### src/rtl/multicycle_cpu_pkg.sv
// Shared ISA encodings, FSM states and ALU operations for the multi-cycle core.
package cpu_pkg;

  localparam logic [5:0] OP_RTYPE = 6'h00;
  localparam logic [5:0] OP_ADDI  = 6'h08;
  localparam logic [5:0] OP_LW    = 6'h23;
  localparam logic [5:0] OP_SW    = 6'h2B;
  localparam logic [5:0] OP_BEQ   = 6'h04;
  localparam logic [5:0] OP_J     = 6'h02;

  localparam logic [5:0] FN_ADD = 6'h20;
  localparam logic [5:0] FN_SUB = 6'h22;
  localparam logic [5:0] FN_AND = 6'h24;
  localparam logic [5:0] FN_OR  = 6'h25;
  localparam logic [5:0] FN_SLT = 6'h2A;

  typedef enum logic [2:0] {FETCH, DECODE, EXEC, MEM, WB, HALT} state_t;

  typedef enum logic [2:0] {ADD, SUB, AND, OR, SLT} alu_op_t;

  // True for every opcode/funct pair the core implements.
  function automatic logic is_legal(input logic [5:0] op, input logic [5:0] funct);
    logic ok;
    ok = 1'b0;
    case (op)
      OP_RTYPE: ok = (funct == FN_ADD) || (funct == FN_SUB) || (funct == FN_AND) ||
                     (funct == FN_OR)  || (funct == FN_SLT);
      OP_ADDI, OP_LW, OP_SW, OP_BEQ, OP_J: ok = 1'b1;
      default: ok = 1'b0;
    endcase
    return ok;
  endfunction

  // Maps an R-type funct field onto the ALU operation.
  function automatic alu_op_t funct_to_alu(input logic [5:0] funct);
    alu_op_t res;
    case (funct)
      FN_SUB:  res = SUB;
      FN_AND:  res = AND;
      FN_OR:   res = OR;
      FN_SLT:  res = SLT;
      default: res = ADD;
    endcase
    return res;
  endfunction

endpackage

### src/rtl/multicycle_cpu_if.sv
// Shared instruction/data memory port with a req/ack handshake.
interface multicycle_cpu_if #(
  parameter int DATA_WIDTH = 32,
  parameter int ADDR_WIDTH = 32
);
  logic                  mem_req;
  logic                  mem_we;
  logic [ADDR_WIDTH-1:0] mem_addr;
  logic [DATA_WIDTH-1:0] mem_wdata;
  logic [DATA_WIDTH-1:0] mem_rdata;
  logic                  mem_ack;

  modport master (output mem_req, mem_we, mem_addr, mem_wdata,
                  input  mem_rdata, mem_ack);

  modport slave  (input  mem_req, mem_we, mem_addr, mem_wdata,
                  output mem_rdata, mem_ack);
endinterface

### src/rtl/multicycle_cpu_alu.sv
// Combinational integer ALU with zero flag, shared with the pipelined core.
module alu_n
  import cpu_pkg::*;
#(
  parameter int DATA_WIDTH = 32
) (
  input  logic [DATA_WIDTH-1:0] a,
  input  logic [DATA_WIDTH-1:0] b,
  input  alu_op_t               op,
  output logic [DATA_WIDTH-1:0] y,
  output logic                  zero
);

  // Result select; arithmetic wraps, slt compares as signed.
  always_comb begin
    y = '0;
    case (op)
      ADD:     y = a + b;
      SUB:     y = a - b;
      AND:     y = a & b;
      OR:      y = a | b;
      SLT:     y = {{(DATA_WIDTH-1){1'b0}}, ($signed(a) < $signed(b))};
      default: y = '0;
    endcase
  end

  assign zero = (y == '0);

endmodule

### src/rtl/multicycle_cpu.sv
// Multi-cycle MIPS-I subset core: one shared memory port, FETCH..WB state machine.
module multicycle_cpu
  import cpu_pkg::*;
#(
  parameter int                    DATA_WIDTH = 32,
  parameter int                    ADDR_WIDTH = 32,
  parameter int                    REG_COUNT  = 32,
  parameter logic [ADDR_WIDTH-1:0] RESET_PC   = '0
) (
  input  logic                  clk,
  input  logic                  rst,
  multicycle_cpu_if.master      mem,
  output logic [ADDR_WIDTH-1:0] pc,
  output logic                  wb_en,
  output logic [DATA_WIDTH-1:0] wb_data,
  output logic                  halted
);

  localparam int RIDX = (REG_COUNT > 1) ? $clog2(REG_COUNT) : 1;
  localparam logic [ADDR_WIDTH-1:0] PC_STEP = ADDR_WIDTH'(4);

  state_t                state, state_d;
  logic [31:0]           ir;
  logic [DATA_WIDTH-1:0] a, b, mdr, alu_out;
  logic [DATA_WIDTH-1:0] regs [REG_COUNT];

  logic [5:0]            op, funct;
  logic [15:0]           imm;
  logic [25:0]           target;
  logic [RIDX-1:0]       rs_idx, rt_idx, rd_idx, wb_idx;
  logic [DATA_WIDTH-1:0] rd_a, rd_b, imm_ext, alu_b, alu_y;
  logic [ADDR_WIDTH-1:0] branch_off, jump_pc;
  logic                  alu_zero;
  alu_op_t               alu_op;

  assign op       = ir[31:26];
  assign funct    = ir[5:0];
  assign imm      = ir[15:0];
  assign target   = ir[25:0];
  assign rs_idx   = ir[21 +: RIDX];
  assign rt_idx   = ir[16 +: RIDX];
  assign rd_idx   = ir[11 +: RIDX];
  assign wb_idx   = (op == OP_RTYPE) ? rd_idx : rt_idx;
  assign imm_ext  = {{(DATA_WIDTH-16){imm[15]}}, imm};
  assign rd_a     = (rs_idx == '0) ? '0 : regs[rs_idx];
  assign rd_b     = (rt_idx == '0) ? '0 : regs[rt_idx];
  assign wb_data  = (op == OP_LW) ? mdr : alu_out;
  assign halted   = (state == HALT);

  // Operand, ALU-op and branch/jump target selection from the latched instruction.
  always_comb begin
    alu_op = ADD;
    if (op == OP_RTYPE) alu_op = funct_to_alu(funct);
    else if (op == OP_BEQ) alu_op = SUB;
    alu_b      = ((op == OP_RTYPE) || (op == OP_BEQ)) ? b : imm_ext;
    branch_off = {{(ADDR_WIDTH-18){imm[15]}}, imm, 2'b00};
    jump_pc        = pc;
    jump_pc[27:0]  = {target, 2'b00};
  end

  alu_n #(.DATA_WIDTH(DATA_WIDTH)) u_alu (
    .a    (a),
    .b    (alu_b),
    .op   (alu_op),
    .y    (alu_y),
    .zero (alu_zero)
  );

  // State register.
  always_ff @(posedge clk) begin
    if (!rst) state <= FETCH;
    else      state <= state_d;
  end

  // Next-state logic and Moore memory-port outputs, gated off while in reset.
  always_comb begin
    state_d       = state;
    mem.mem_req   = 1'b0;
    mem.mem_we    = 1'b0;
    mem.mem_addr  = pc;
    mem.mem_wdata = b;
    wb_en         = 1'b0;
    case (state)
      FETCH: begin
        mem.mem_req = rst;
        if (mem.mem_ack) state_d = DECODE;
      end
      DECODE: state_d = is_legal(op, funct) ? EXEC : HALT;
      EXEC: begin
        if ((op == OP_RTYPE) || (op == OP_ADDI))  state_d = WB;
        else if ((op == OP_LW) || (op == OP_SW))  state_d = MEM;
        else                                      state_d = FETCH;
      end
      MEM: begin
        mem.mem_req  = rst;
        mem.mem_we   = (op == OP_SW);
        mem.mem_addr = ADDR_WIDTH'(alu_out);
        if (mem.mem_ack) state_d = (op == OP_LW) ? WB : FETCH;
      end
      WB: begin
        wb_en   = rst;
        state_d = FETCH;
      end
      HALT:    state_d = HALT;
      default: state_d = FETCH;
    endcase
  end

  // Datapath registers: PC, IR, operand latches, ALU result and MDR.
  always_ff @(posedge clk) begin
    if (!rst) begin
      pc      <= RESET_PC;
      ir      <= '0;
      a       <= '0;
      b       <= '0;
      mdr     <= '0;
      alu_out <= '0;
    end else begin
      case (state)
        FETCH: if (mem.mem_ack) begin
          ir <= mem.mem_rdata[31:0];
          pc <= pc + PC_STEP;
        end
        DECODE: begin
          a <= rd_a;
          b <= rd_b;
        end
        EXEC: begin
          alu_out <= alu_y;
          if ((op == OP_BEQ) && alu_zero) pc <= pc + branch_off;
          if (op == OP_J)                 pc <= jump_pc;
        end
        MEM: if (mem.mem_ack && (op == OP_LW)) mdr <= mem.mem_rdata;
        default: ;
      endcase
    end
  end

  // Register file write port; register 0 is never written.
  always_ff @(posedge clk) begin
    if (wb_en && (wb_idx != '0)) regs[wb_idx] <= wb_data;
  end

endmodule

### src/flat_wrapper.sv
// flat-port wrapper written by rule: the top's interface ports become plain ports
module multicycle_cpu_flat import cpu_pkg::*;
#(
  parameter int                    DATA_WIDTH = 32,
  parameter int                    ADDR_WIDTH = 32,
  parameter int                    REG_COUNT  = 32,
  parameter logic [ADDR_WIDTH-1:0] RESET_PC   = '0
)
  (clk, rst, pc, wb_en, wb_data, halted, mem_mem_req, mem_mem_we, mem_mem_addr, mem_mem_wdata, mem_mem_rdata, mem_mem_ack);
  multicycle_cpu_if #(.DATA_WIDTH(DATA_WIDTH), .ADDR_WIDTH(ADDR_WIDTH)) mem_i ();
  input  logic clk;
  input  logic rst;
  output logic [ADDR_WIDTH-1:0] pc;
  output logic wb_en;
  output logic [DATA_WIDTH-1:0] wb_data;
  output logic halted;
  output wire logic [$bits(mem_i.mem_req)-1:0] mem_mem_req;
  output wire logic [$bits(mem_i.mem_we)-1:0] mem_mem_we;
  output wire logic [$bits(mem_i.mem_addr)-1:0] mem_mem_addr;
  output wire logic [$bits(mem_i.mem_wdata)-1:0] mem_mem_wdata;
  input wire logic [$bits(mem_i.mem_rdata)-1:0] mem_mem_rdata;
  input wire logic [$bits(mem_i.mem_ack)-1:0] mem_mem_ack;
  assign mem_mem_req = mem_i.mem_req;
  assign mem_mem_we = mem_i.mem_we;
  assign mem_mem_addr = mem_i.mem_addr;
  assign mem_mem_wdata = mem_i.mem_wdata;
  assign mem_i.mem_rdata = mem_mem_rdata;
  assign mem_i.mem_ack = mem_mem_ack;
  multicycle_cpu #(.DATA_WIDTH(DATA_WIDTH), .ADDR_WIDTH(ADDR_WIDTH), .REG_COUNT(REG_COUNT), .RESET_PC(RESET_PC)) u_core (.clk(clk), .rst(rst), .mem(mem_i), .pc(pc), .wb_en(wb_en), .wb_data(wb_data), .halted(halted));
endmodule
### config.mk
export PLATFORM = sky130hd
export DESIGN_NAME = multicycle_cpu_flat
export DESIGN_NICKNAME = d
export VERILOG_FILES = /design/src/rtl/multicycle_cpu_pkg.sv /design/src/rtl/multicycle_cpu_if.sv /design/src/rtl/multicycle_cpu_alu.sv /design/src/rtl/multicycle_cpu.sv /design/src/flat_wrapper.sv
export SDC_FILE = /design/constraint.sdc
export NUM_CORES = 2
export LEC_CHECK = 0
export CORE_AREA = 2 2 462 281
export DETAILED_ROUTE_END_ITERATION = 10
export DIE_AREA = 0 0 464 283
export GPL_TIMING_DRIVEN = 0
export PLACE_DENSITY = 0.66
export SYNTH_ARGS = -nofsm -noshare
export SYNTH_HDL_FRONTEND = slang
export SYNTH_SLANG_ARGS = --single-unit
### constraint.sdc
create_clock -name clk -period 15 [get_ports clk]
set_clock_uncertainty 0.05 [all_clocks]
set_input_delay 3 -clock clk [delete_from_list [all_inputs] [get_ports clk]]
set_output_delay 3 -clock clk [all_outputs]
set_load 0.05 [all_outputs]
* Yosys cells after proc, flatten, opt, wreduce, memory -nomap -nowiden
Memory sizes are Yosys's and may differ from the RTL's. A register that Yosys moved wholly into a read port is not among the register bits. Index checks and enable logic that the tools add are counted.
Operators by class: $add $sub $neg 4, order comparisons 1, equal/unequal tests 24, mux-type cells 32, bitwise logic cells 2, reductions and logical operators 25
Operators by type and width (number):
- 2-to-1 mux 32 bit | 8
- one-hot mux 32 bit (5 select lines) | 1
- adder 32 bit | 2
- one-hot mux 32 bit (2 select lines) | 1
- equality test 6 bit, second input constant | 7
- adder 32 x 3 -> 32 bit, second input constant | 1
- AND 32 bit | 1
- logical NOT 32 bit | 1
- less-than comparator 32 bit | 1
- bitwise OR 32 bit | 1
- subtractor 32 bit | 1
- 2-to-1 mux 5 bit | 5
- 2-to-1 mux 3 bit | 6
- one-hot mux 3 bit (5 select lines) | 1
- equality test 3 x 2 -> 1 bit, second input constant | 4
- one-hot mux 3 bit (4 select lines) | 1
- logical NOT 5 bit | 2
- equality test 3 bit, second input constant | 3
- logical OR 1 bit | 7
- 2-to-1 mux 1 bit | 7
- equality test 3 x 1 -> 1 bit, second input constant | 2
- equality test 6 x 2 -> 1 bit, second input constant | 1
- equality test 6 x 3 -> 1 bit, second input constant | 1
- equality test 6 x 4 -> 1 bit, second input constant | 1
- 15 further kinds | 22
Word-level totals: bits in registers 195, RAM bits 1024, input bits 35, memories kept 1
Memory list:
- u_core.regs | depth 32, width 32, read ports 2, clocked after memory_dff 2, wr ports 1, RTL line multicycle_cpu.sv:25 | logic [DATA_WIDTH-1:0] regs [REG_COUNT];

* Longest topological paths before layout
word-level depth 10, mapped depth 25

* Modules after synthesis
A second synthesis with hierarchy kept.
Second synthesis, totals: cell total of the unflattened synthesis 4232, area total of the unflattened synthesis 62931.6 um^2
By module, submodules not included:
- multicycle_cpu | instances 1, cells each 3428, area an instance 57702.8 um^2, sequential area each 34813.4 um^2
- alu_n | instances 1, cells each 804, area an instance 5228.8 um^2, sequential area each 0.0 um^2

* Least setup slack after synthesis
No wires, ideal clock.
path type input to output, from input port rst, to output port mem_mem_req, data arrival time 4380 ps, required time 11950 ps, slack 7570 ps, stages on the path 3, buffers on the path 1, cell sequence clkbuf_1 -> nand2b_1 -> nor3_1
On the way: cells in the longest elaborated chain, start to end 1
RTL lines:
- start, declared | RTL line flat_wrapper.sv:12 | input logic rst;
- 2-to-1 mux 1 bit | RTL line multicycle_cpu.sv:83 | case (state)
- end, declared | RTL line flat_wrapper.sv:17 | output wire logic [$bits(mem_i.mem_req)-1:0] mem_mem_req;
Every way passes these cells.

* Worst setup path after layout
from register u_core.ir[15], to register u_core.pc[29]
On the way: cells in the longest elaborated chain, start to end 7, elaborated cells between the ends (all ways) 15, classes of those cells add/sub: 3; order compare: 1; eq/ne: 1; mux: 5; bitwise: 2; reduce/logical: 3
RTL lines:
- start, declared | RTL line multicycle_cpu.sv:23 | logic [31:0] ir;
- start signal, assigned | RTL line multicycle_cpu.sv:121 | ir <= mem.mem_rdata[31:0];
- 2-to-1 mux 32 bit | RTL line multicycle_cpu.sv:55 | alu_b = ((op == OP_RTYPE) || (op == OP_BEQ)) ? b : imm_ext;
- subtractor 32 bit (tied with other cells) | RTL line multicycle_cpu_alu.sv:19 | SUB: y = a - b;
- one-hot mux 32 bit (5 select lines) | RTL line multicycle_cpu_alu.sv:17 | case (op)
- logical NOT 32 bit | RTL line multicycle_cpu_alu.sv:27 | assign zero = (y == '0);
- logical AND 1 bit | RTL line multicycle_cpu.sv:130 | if ((op == OP_BEQ) && alu_zero) pc <= pc + branch_off;
- != test 2 x 1 -> 1 bit (no line)
- AND reduction 4 bit (no line)
- end signal, assigned | RTL line multicycle_cpu.sv:122 | pc <= pc + PC_STEP;
- end signal, assigned | RTL line multicycle_cpu.sv:130
- end signal, assigned | RTL line multicycle_cpu.sv:131 | if (op == OP_J) pc <= jump_pc;
- end, declared | RTL line multicycle_cpu.sv:13 | output logic [ADDR_WIDTH-1:0] pc,
Several ways; a longest one is shown, not always the timed one. The select of a mux whose other input is x is not followed. A chain may end at the register's enable or synchronous reset.

==> run_results.csv <==
group,metric,value,unit
run_status,status,"finished with violations",
run_status,violations,"max-capacitance violations, max-slew violations",
logic_synthesis,synth_edf_count,1024,
logic_synthesis,synth_seq_cells,1227,
floorplanning,pin_count,167,
hold_path,hold_depth,2,
hold_path,hold_class,"reg2reg",
place,place_ws,6.441,ns
timing,fin_crit,9.448,ns
critical_path,critPathRequiredTime,15.59,ns
timing,fin_ws,5.552,ns
grt,grt_use_total,35.83,%
critical_path,reg2reg_depth,20,
place,gp_congestion,1.040,
logic_synthesis,async_flop_share,0,%
power,power_density,119.3,mW/mm²
drt,dr.first_iter.drc_count,8807,
timing,rsz0062_at_grt,"false",
timing,worst_pin_slew,1.625,ns
cts,clock_latency,0.76,ns
timing,timing.hold.ws,0.4041,ns
run,drv_cap,3,
logic_synthesis,synthXorXnorAreaFrac,0.5278,%
logic_synthesis,synth_top_cell_area_share,48.77,%
logic_synthesis,synth.yosys.warnings,0,
cts,cts_tree,"yes",
cts,cts_num_sinks,1227,
place,hpwl,178.6,mm
logic_synthesis,yosys.area_share.adder,2.794,%
floorplanning,die_h,283,µm
logic_synthesis,synth.avg_cell_area,14.80,µm²
grt,gr-usage-met2,44.16,%
layout,fillCellCount,10025,
layout,final_util,56.45,%
grt,grt_max_degree,34,
cts,root_buffer,"clkbuf_16",
logic_synthesis,yosys_most_used_dff,"edfxtp_1",
drt,wl_per_cell,36.89,µm
floorplanning,core-area,0.1275,mm²
timing,hold_viol_final,0,
drt,drc_errors,0,
floorplanning,start_util,49.46,%
cts,clock_path_buffers,3,
layout,area_delta_synth_final,14.15,%
drt,detail-route-antenna-nets,0,
cts,cts_inserted_buffers,111,
logic_synthesis,synth_top_family_by_area,"multiplexers",
cts,hold_buffers,0,
drt,num_vias,45198,
cts,ctsHtreeMaxLevel,3,
critical_path,critical_path_class,"reg2reg",
logic_synthesis,yosysUniqueCellTypes,96,
timing,max_freq,105.8,MHz
floorplanning,die_w,464,µm
logic_synthesis,synth_area_leaders,"edfxtp_1 (49%), mux4_2 (23%), dfxtp_1 (6.4%), ha_1 (2.7%), a21oi_1 (2.2%)",
critical_path,reg2reg_setup_slack,5.55,ns
place,io_buffers,163,
grt,grt_pass1_vias,41949,
grt,grt_use_met1,56.06,%
logic_synthesis,synthCells,4261,
grt,overflow,0,
logic_synthesis,syn-cell-area,0.06305,mm²
timing,setup_violations,0,
logic_synthesis,synth.largest_area_cell,"edfxtp_1",
critical_path,arrival,10.04,ns
timing,drv_slew,33,
layout,drive_above_1_share,21.33,%
cts,cts_setup_buffers,0,
grt,grtUsageMet3,16.50,%
logic_synthesis,muxShareOfSynthArea,24.88,%
drt,vias_per_cell,7.028,
cts,path_clk_slew,0.07,ns
critical_path,critical_path.max_fanout,15,
logic_synthesis,yosys.area_share.simple,6.828,%
drt,wl,237.3,mm
critical_path,startpoint_type,"flip-flop",
layout,nNetsFinal,4790,
grt,grt_pass1_wl,328.1,mm
power,p_total,8.588,mW
critical_path,crit_path_end_kind,"flip-flop",
layout,mostFrequentLayoutCells,"edfxtp_1 (1,024), mux4_2 (640), nand2_1 (356)",
cts,post_cts_resized,0,
timing,slew_headroom,-8.316,%
grt,antenna_found_initial,10,
floorplanning,dieArea,0.1313,mm²
floorplanning,rows,102,
timing,tns,0,ns
logic_synthesis,synth-seq-area-share,55.21,%
logic_synthesis,synth_compound_area_share,7.249,%
timing,post-route-period-util,62.99,%
power,ir_drop,104.5,µV
grt,grt-busiest-layer,"met1",
drt,dr.pass1.iters,7,
layout,layout_commonest_cell,"edfxtp_1",
power,p_leak,23.13,nW
[critical path: stages (launching register included)]
cell,delay [ns]
dfxtp_1,0.71
clkbuf_1,0.81
nor2b_1,0.22
clkbuf_1,0.66
clkbuf_1,0.69
a21o_1,0.17
inv_1,0.06
ha_1,0.33
clkbuf_1,0.45
nor2_1,0.21
and4_1,0.21
a21boi_0,0.13
a211oi_1,0.70
a31oi_1,0.47
a221oi_1,1.28
o22ai_1,0.16
nor2_1,0.15
nand4_1,0.37
nor4_2,0.95
o21ai_0,0.19
a221oi_1,0.34
[path summary, 6_finish.rpt]
kind / end / from
worst min register to register: u_core.mdr[27] / u_core.mdr[27]
worst max register to register: u_core.pc[29] / u_core.ir[15]
worst min-delay path: u_core.mdr[27] / u_core.mdr[27]
worst max-delay path: u_core.pc[29] / u_core.ir[15]
[power by group]
group	total, mW	leakage (nW)	internal [mW]	switching [mW]
combinational	1.82	10.0	0.627	1.19
clock	2.97	1.80	1.62	1.35
sequential	3.80	11.3	3.72	0.0764
total	8.59	23.1	5.97	2.62
[registers in the layout (all words and copies together), names as in the netlist, named ones only]
register and cells:
u_core.a 32, u_core.ir 32, u_core.alu_out 32, u_core.mdr 32, u_core.state 3, u_core.mem.mem_wdata 32
u_core.pc 30, u_core.regs 1024
[cell usage after synthesis, types with 69 or more instances]
| cell | number |
|---|---|
| mux2i_1 | 78 |
| o21ai_0 | 109 |
| ha_1 | 136 |
| mux4_2 | 640 |
| nor2_1 | 330 |
| edfxtp_1 | 1024 |
| dfxtp_1 | 203 |
| clkbuf_1 | 209 |
| a21oi_1 | 275 |
| inv_1 | 110 |
| buf_1 | 69 |
| nand2_1 | 356 |
[metal layers]
metal	vias to the layer above	wire [µm]	part of all wire, %
li1	17754	-	-
met1	23048	97410	41
met2	3948	89200	38
met3	436	43880	18
met4	12	6702	2.8
met5	-	72	0.030
[stage by stage]
stage                     std cells  instance area, µm²
after floorplan                4294               63180
after global placement         6173               66960
after detailed placement       6219               68240
after CTS                      6428               71960
after global routing           6429               71970
final                          6431               71980
[layout make-up]
| cell class | instances | area [µm²] | area share [%] |
|---|---|---|---|
| well taps | 1716 | 2147 | 2.983 |
| multi-input cells | 2658 | 27050 | 37.58 |
| inverters | 114 | 427.9 | 0.5945 |
| flip-flops and latches | 1227 | 34810 | 48.37 |
| plain buffers | 295 | 1152 | 1.601 |
| diodes | 3 | 7.507 | 0.01043 |
| clock buffers | 131 | 2947 | 4.094 |
| clock inverters | 78 | 769.5 | 1.069 |
| repair buffers | 209 | 2663 | 3.699 |
[cell families (layout without fill, tap and decap cells)]
| group | Yosys count | in the layout |
|---|---|---|
| compound gates | 717 | 717 |
| xor+xnor | 38 | 38 |
| fa+ha+maj | 139 | 139 |
| buf+inv | 409 | 827 |
| flops | 1227 | 1227 |
| mux | 762 | 762 |
| other cells | 1 | 37 |
| simple gates | 968 | 968 |
Power figures use the tool's default switching activity.
